[config.mk]
export PLATFORM = sky130hd
export DESIGN_NAME = lsu_ctrl
export DESIGN_NICKNAME = d
export VERILOG_FILES = /design/src/rtl/lsu_ctrl.sv
export SDC_FILE = /design/constraint.sdc
export NUM_CORES = 1
export LEC_CHECK = 0
export BUFFER_PORTS_ARGS = -buffer_cell sky130_fd_sc_hd__buf_2
export CAP_MARGIN = 20
export CORE_ASPECT_RATIO = 1.1
export CORE_MARGIN = 4
export CORE_UTILIZATION = 45
export DETAILED_ROUTE_END_ITERATION = 8
export GPL_ROUTABILITY_DRIVEN = 1
export MAX_ROUTING_LAYER = met4
export PLACE_DENSITY_LB_ADDON = 0.08
export SYNTH_ARGS = -nofsm -noshare
export SYNTH_HDL_FRONTEND = slang
export SYNTH_SLANG_ARGS = --single-unit
[constraint.sdc]
create_clock -name clk -period 7.9 [get_ports clk]
set_clock_uncertainty 0.1 [all_clocks]
set_input_delay 0.395 -clock clk [delete_from_list [all_inputs] [get_ports clk]]
set_output_delay 0.395 -clock clk [all_outputs]
set_load 0.02 [all_outputs]
[src/rtl/lsu_ctrl.sv]
// lsu_ctrl: load/store sequencer between the core memory stage and a
// byte-lane data RAM with one-cycle registered read data.
//
// Ports
//   clk, rst_n                 clock, asynchronous active-low reset
//   req_valid/req_ready        request handshake (ready only when idle)
//   req_we, req_size,          store flag, size (00 B, 01 H, 10 W, 11 illegal),
//   req_unsigned               zero-extend for byte/half loads
//   req_addr, req_wdata        byte address, right-aligned store data
//   ram_we, ram_mem_ctrl,      RAM write strobe, store width code,
//   ram_addr, ram_wdata        byte address, write data (unshifted)
//   ram_rdata                  RAM read word, valid one cycle after ram_addr
//   rsp_valid, rsp_err,        one-cycle completion pulse, error flag,
//   rsp_rdata                  extended load result
//
// Misaligned loads (half at offset 3, word at offset != 0) are split into
// two word reads; misaligned stores, illegal sizes and accesses beyond
// MEM_BYTES complete immediately with rsp_err.

// Output byte LANE of the load result: byte (LANE + off) of the {w1,w0}
// window, i.e. one lane of a right shift by 8*off.
module lsu_byte_sel #(
    parameter int LANE = 0
) (
    input  logic [7:0][7:0] win,
    input  logic [1:0]      off,
    output logic [7:0]      b
);
    logic [2:0] idx;
    assign idx = 3'(LANE) + {1'b0, off};
    assign b   = win[idx];
endmodule

module lsu_ctrl #(
    parameter int unsigned MEM_BYTES = 4096
) (
    input  logic        clk,
    input  logic        rst_n,
    input  logic        req_valid,
    output logic        req_ready,
    input  logic        req_we,
    input  logic [1:0]  req_size,
    input  logic        req_unsigned,
    input  logic [31:0] req_addr,
    input  logic [31:0] req_wdata,
    output logic        ram_we,
    output logic [1:0]  ram_mem_ctrl,
    output logic [31:0] ram_addr,
    output logic [31:0] ram_wdata,
    input  logic [31:0] ram_rdata,
    output logic        rsp_valid,
    output logic        rsp_err,
    output logic [31:0] rsp_rdata
);
    localparam int          NUM_LANES = 4;
    localparam logic [31:0] MEM_LIM   = MEM_BYTES;

    // RAM store width codes
    localparam logic [1:0] STORE_B  = 2'b00;
    localparam logic [1:0] STORE_HW = 2'b01;
    localparam logic [1:0] STORE_W  = 2'b10;

    localparam logic [1:0] SZ_B   = 2'b00;
    localparam logic [1:0] SZ_H   = 2'b01;
    localparam logic [1:0] SZ_W   = 2'b10;
    localparam logic [1:0] SZ_ILL = 2'b11;

    localparam logic [2:0] S_IDLE   = 3'd0;
    localparam logic [2:0] S_ISSUE  = 3'd1;
    localparam logic [2:0] S_ISSUE2 = 3'd2;
    localparam logic [2:0] S_WAIT   = 3'd3;
    localparam logic [2:0] S_RESP   = 3'd4;

    typedef struct packed {
        logic        we;
        logic [1:0]  size;
        logic        uns;
        logic [31:0] addr;
    } req_t;

    logic [2:0]  state;
    req_t        req_q;
    logic        split_q;
    logic [31:0] w0;

    // ---------------- incoming request decode ----------------
    logic        accept;
    logic [1:0]  off_in;
    logic        mis_in;
    logic [31:0] addr2_in;
    logic        err_in;
    logic [1:0]  ctrl_in;

    assign req_ready = (state == S_IDLE);
    assign accept    = req_valid && req_ready;
    assign off_in    = req_addr[1:0];
    assign mis_in    = ((req_size == SZ_H) && (off_in == 2'd3)) ||
                       ((req_size == SZ_W) && (off_in != 2'd0));
    // Second word of a split load; wraps mod 2^32, still range-checked.
    assign addr2_in  = {req_addr[31:2], 2'b00} + 32'd4;
    assign err_in    = (req_size == SZ_ILL) ||
                       (req_we && mis_in) ||
                       (req_addr >= MEM_LIM) ||
                       (!req_we && mis_in && (addr2_in >= MEM_LIM));

    always_comb begin
        ctrl_in = STORE_W;
        if (req_we) begin
            case (req_size)
                SZ_B:    ctrl_in = STORE_B;
                SZ_H:    ctrl_in = STORE_HW;
                default: ctrl_in = STORE_W;
            endcase
        end
    end

    // ---------------- load extract ----------------
    // In WAIT the live RAM word is w0 (aligned) or w1 (split).
    logic [31:0]               lo_w, hi_w, ld_data;
    logic [7:0][7:0]           win;
    logic [NUM_LANES-1:0][7:0] v;

    assign lo_w = split_q ? w0 : ram_rdata;
    assign hi_w = split_q ? ram_rdata : 32'd0;
    assign win  = {hi_w, lo_w};

    genvar g;
    generate
        for (g = 0; g < NUM_LANES; g++) begin : g_lane
            lsu_byte_sel #(.LANE(g)) u_sel (
                .win (win),
                .off (req_q.addr[1:0]),
                .b   (v[g])
            );
        end
    endgenerate

    always_comb begin
        ld_data = v;
        case (req_q.size)
            SZ_B:    ld_data = {{24{~req_q.uns & v[0][7]}}, v[0]};
            SZ_H:    ld_data = {{16{~req_q.uns & v[1][7]}}, v[1], v[0]};
            default: ld_data = v;
        endcase
    end

    // ---------------- sequencer ----------------
    always_ff @(posedge clk or negedge rst_n) begin
        if (!rst_n) begin
            state        <= S_IDLE;
            req_q        <= '0;
            split_q      <= 1'b0;
            w0           <= 32'd0;
            ram_we       <= 1'b0;
            ram_mem_ctrl <= STORE_W;
            ram_addr     <= 32'd0;
            ram_wdata    <= 32'd0;
            rsp_valid    <= 1'b0;
            rsp_err      <= 1'b0;
            rsp_rdata    <= 32'd0;
        end else begin
            // single-cycle strobes
            ram_we    <= 1'b0;
            rsp_valid <= 1'b0;
            case (state)
                S_IDLE: begin
                    if (accept) begin
                        req_q   <= '{we: req_we, size: req_size,
                                     uns: req_unsigned, addr: req_addr};
                        split_q <= !req_we && mis_in;
                        if (err_in) begin
                            state     <= S_RESP;
                            rsp_valid <= 1'b1;
                            rsp_err   <= 1'b1;
                            rsp_rdata <= 32'd0;
                        end else begin
                            state        <= S_ISSUE;
                            ram_addr     <= req_addr;
                            ram_we       <= req_we;
                            ram_mem_ctrl <= ctrl_in;
                            if (req_we)
                                ram_wdata <= req_wdata;
                        end
                    end
                end
                S_ISSUE: begin
                    if (req_q.we) begin
                        state     <= S_RESP;
                        rsp_valid <= 1'b1;
                        rsp_err   <= 1'b0;
                        rsp_rdata <= 32'd0;
                    end else if (split_q) begin
                        state    <= S_ISSUE2;
                        ram_addr <= {req_q.addr[31:2], 2'b00} + 32'd4;
                    end else begin
                        state <= S_WAIT;
                    end
                end
                S_ISSUE2: begin
                    w0    <= ram_rdata;   // first word of the split pair
                    state <= S_WAIT;
                end
                S_WAIT: begin
                    state     <= S_RESP;
                    rsp_valid <= 1'b1;
                    rsp_err   <= 1'b0;
                    rsp_rdata <= ld_data;
                end
                S_RESP:  state <= S_IDLE;
                default: state <= S_IDLE;
            endcase
        end
    end
endmodule
==> flow_summary.ini <==
[sta]
rsz0062_at_grt = false
tns_ns = 0
final.min_clock_period_ns = 4.15
worstMarginPinSlew_ns = 1.04
relSlewSlack_pct = 30.3
fmax_mhz = 241
hold_ws_ns = -0.0339
setup_viol_count_final = 0
drv_slew = 0
layout_worst_path_cycle_share_pct = 52.6
setup_slack_ns = 3.75
hold_viol_final = 21

[critical_path]
slowest_stage = dfrtp_2
crit_required_ns = 8.16
reg2reg_to = rsp_rdata[23]
path_cells = buf_4 > ha_1 > clkinv_1 > mux2i_1 > a21oi_1 > a21o_1 > a211oi_1 > o21a_1 > a22o_1
critical_path.endpoint = rsp_rdata[23]
crit_arrival_ns = 4.42
worst_setup_path_start_kind = flop
slowest_delay_ns = 0.73
critPathKind = flop to flop
rrSetupSlack_ns = 3.75
cp_max_fo = 38
crit_path_end_kind = flop
worstRegToRegCells = 9
crit_start = req_q[0]
r2r-start = req_q[0]

[placement]
gp_congestion = 0.936
numPortBuffers = 204
dp_slack_ns = 3.76
placed_area_um2 = 10600
dp_hpwl_um = 18600

[status]
violations = hold timing
status = finished with violations

[global_routing]
grt_pass1_wl_um = 42200
grt_max_degree = 105
gr-total-overflow = 0
grt_pass1_vias = 7738
grt_use_total_pct = 23.0
grt_antenna_before_repair = 0

[yosys]
synth_fa_ha_area_share_pct = 0.400
avgSynthCellArea_um2 = 10.1
synth_top_family_by_area = multiplexers
ys_ff_latch = 173
synth_compound_area_share_pct = 15.0
synth_edf_count = 0
ys_warn_count = 0
ys.flop_type = dfrtp_1
synth_cell_types = 59
synthesis.area_um2 = 9390
synthArstFlopShare_pct = 100
postSynthCellCount = 925
synthSimpleGateAreaFrac_pct = 14.2
yosysSeqAreaShare_pct = 46.1
syn-num-nets = 1031
synthMuxAreaShare_pct = 17.9
synth-xor-area-share_pct = 2.80

[die]
ios = 205
die_w_um = 146
die_area_um2 = 23200
die_h_um = 159
coreArea_um2 = 20600
start_util_pct = 45.6
rows = 55

[cts]
ctsHoldBuffers = 0
root_buffer = clkbuf_16
postCtsSetupBuffers = 0
cts.htree.levels = 4
cts_resized = 0
clkTransAtPathRegs_ns = 0.08
cts_buffer_depth = 2
clock_latency_ns = 0.43
numCtsBuffers = 17
cts.sink_count = 173
cts_tree = yes

[finish]
drive_gt1_share_pct = 31.8
utilization_pct = 54.2
nNetsFinal = 1202
num-fill-cells = 1902
stdcell_area_um2 = 11200
syn2layout_area_growth_pct = 18.9
antenna_cells = 0

[route]
drtAntennaViolNets = 0
drt_pass1_iterations = 5
vias = 7692
dr.first_iter.drc_count = 461
drt_wl_total_um = 25900
vias_per_cell = 5.64
wl_per_cell_um = 19.0
drc_errors = 0

[power]
vdd_ir_drop_max_mv = 0.149
power_density_nw_per_um2 = 216
power_mw = 2.41
p_leak_nw = 5.55

[min_path]
hold_class = input port to async pin

[job]
maxCapViolations = 0
## kinds of logic after synthesis
| logic type | after synthesis |
|---|---|
| AO/OA/AOI/OAI | 195 |
| XOR/XNOR | 30 |
| adder cells (fa/ha/maj) | 3 |
| buffers and inverters | 83 |
| flip-flops | 173 |
| multiplexers | 144 |
| AND/OR/NAND/NOR | 297 |
## cells in the final DEF, fill, tap and decap left out, types with 3 or more instances in the layout
cell	Yosys	layout
inv_6	0	3
clkbuf_16	0	17
inv_8	0	5
dfrtp_1	172	170
mux2_4	8	8
o221ai_1	14	14
a211oi_1	4	4
buf_2	6	203
nand2_1	164	164
nor3_1	7	7
buf_4	4	10
and2_1	3	3
o211ai_1	16	16
nand3b_1	4	4
clkinv_1	3	3
nor2_1	50	50
mux2i_1	53	53
mux2_2	75	75
nand3_1	24	24
mux4_2	8	8
ha_1	3	3
a22o_1	34	34
a21oi_1	37	37
xnor2_1	13	13
and4_1	3	3
a21o_1	14	14
o21ai_0	33	33
and3_1	5	5
a31oi_1	10	10
inv_1	17	17
nor4_1	7	7
o2bb2ai_1	16	16
xor2_1	17	17
nand4_1	14	14
## worst max-delay path: cells and delay by family (launching register included)
kind / cells / cell delay (ns)
DFF: 1 / 0.73
buffers and inverters: 2 / 1.02
adders and majority gates: 1 / 0.68
AOI/OAI and AO/OA: 5 / 1.30
muxes: 1 / 0.26
## report_power, final
group | internal (mW) | leakage, nW | switching (mW)
clock network | 0.422 | 0.280 | 0.413
logic | 0.222 | 2.99 | 0.324
registers | 0.954 | 2.28 | 0.0739
## registers in the layout (all words and copies together), names as in the netlist, 2 cells and up
| name | count |
|---|---|
| state | 3 |
| rsp_rdata | 32 |
| ram_addr | 32 |
| ram_mem_ctrl | 2 |
| ram_wdata | 32 |
| req_q | 36 |
| w0 | 32 |
## area by class of cell
class	count	area (um2)	area share, %
inverters	20	75.1	0.673
clock buffers	17	425	3.81
repair buffers	215	1130	10.1
well taps	256	320	2.87
flip-flops and latches	173	4330	38.8
clock inverters	15	153	1.37
multi-input cells	669	4720	42.3
## routing by layer
layer | wire length [um] | up-vias | global-route usage [%]
met1 | 12200 | 3715 | 32.2
li1 | - | 3679 | -
met5 | 0 | - | -
met4 | 386 | 0 | 5.35
met2 | 11800 | 262 | 34.8
met3 | 1440 | 36 | 4.64
## synth_stat cells (3+ instances only)
cell type / number / area (um2)
nand3_1: 24 / 120
a21o_1: 14 / 105
mux2_4: 8 / 120
clkbuf_1: 46 / 173
nand4_1: 14 / 87.6
mux4_2: 8 / 180
nand3b_1: 4 / 30.0
a211oi_1: 4 / 30.0
a21oi_1: 37 / 185
inv_1: 17 / 63.8
nor3_1: 7 / 35.0
buf_2: 6 / 30.0
xnor2_1: 13 / 114
mux2_2: 75 / 845
dfrtp_1: 172 / 4300
nor4_1: 7 / 43.8
ha_1: 3 / 37.5
o221ai_1: 14 / 123
nor3b_1: 3 / 22.5
and4_1: 3 / 26.3
o21ai_0: 33 / 165
nand2_1: 164 / 616
o211ai_1: 16 / 120
a31oi_1: 10 / 62.6
a22o_1: 34 / 298
xor2_1: 17 / 149
o2bb2ai_1: 16 / 140
buf_4: 4 / 30.0
buf_1: 6 / 22.5
nor2_1: 50 / 188
clkinv_1: 3 / 11.3
and2_1: 3 / 18.8
and3_1: 5 / 31.3
mux2i_1: 53 / 531
## metrics by stage
step | instances | hold WS (ns)
global placement | 1332 | 0.360
floorplan | 925 | -0.000591
global route | 1365 | 0.0298
finish | 1365 | -0.0339
detailed placement | 1332 | 0.361
CTS | 1364 | 0.0249
## worst min-delay path by stage
stage               slack (ns)           end  depth (start not counted)    startpoint
floorplan              -0.0006   ram_addr[0]                          0         rst_n
global placement          0.36  ram_addr[19]                          1  ram_addr[19]
detailed placement        0.36  ram_addr[29]                          1  ram_addr[29]
CTS                       0.02        w0[26]                          1         rst_n
global route              0.03        w0[26]                          1         rst_n
finish                   -0.03        w0[18]                          1         rst_n
Power figures use the tool's default switching activity.
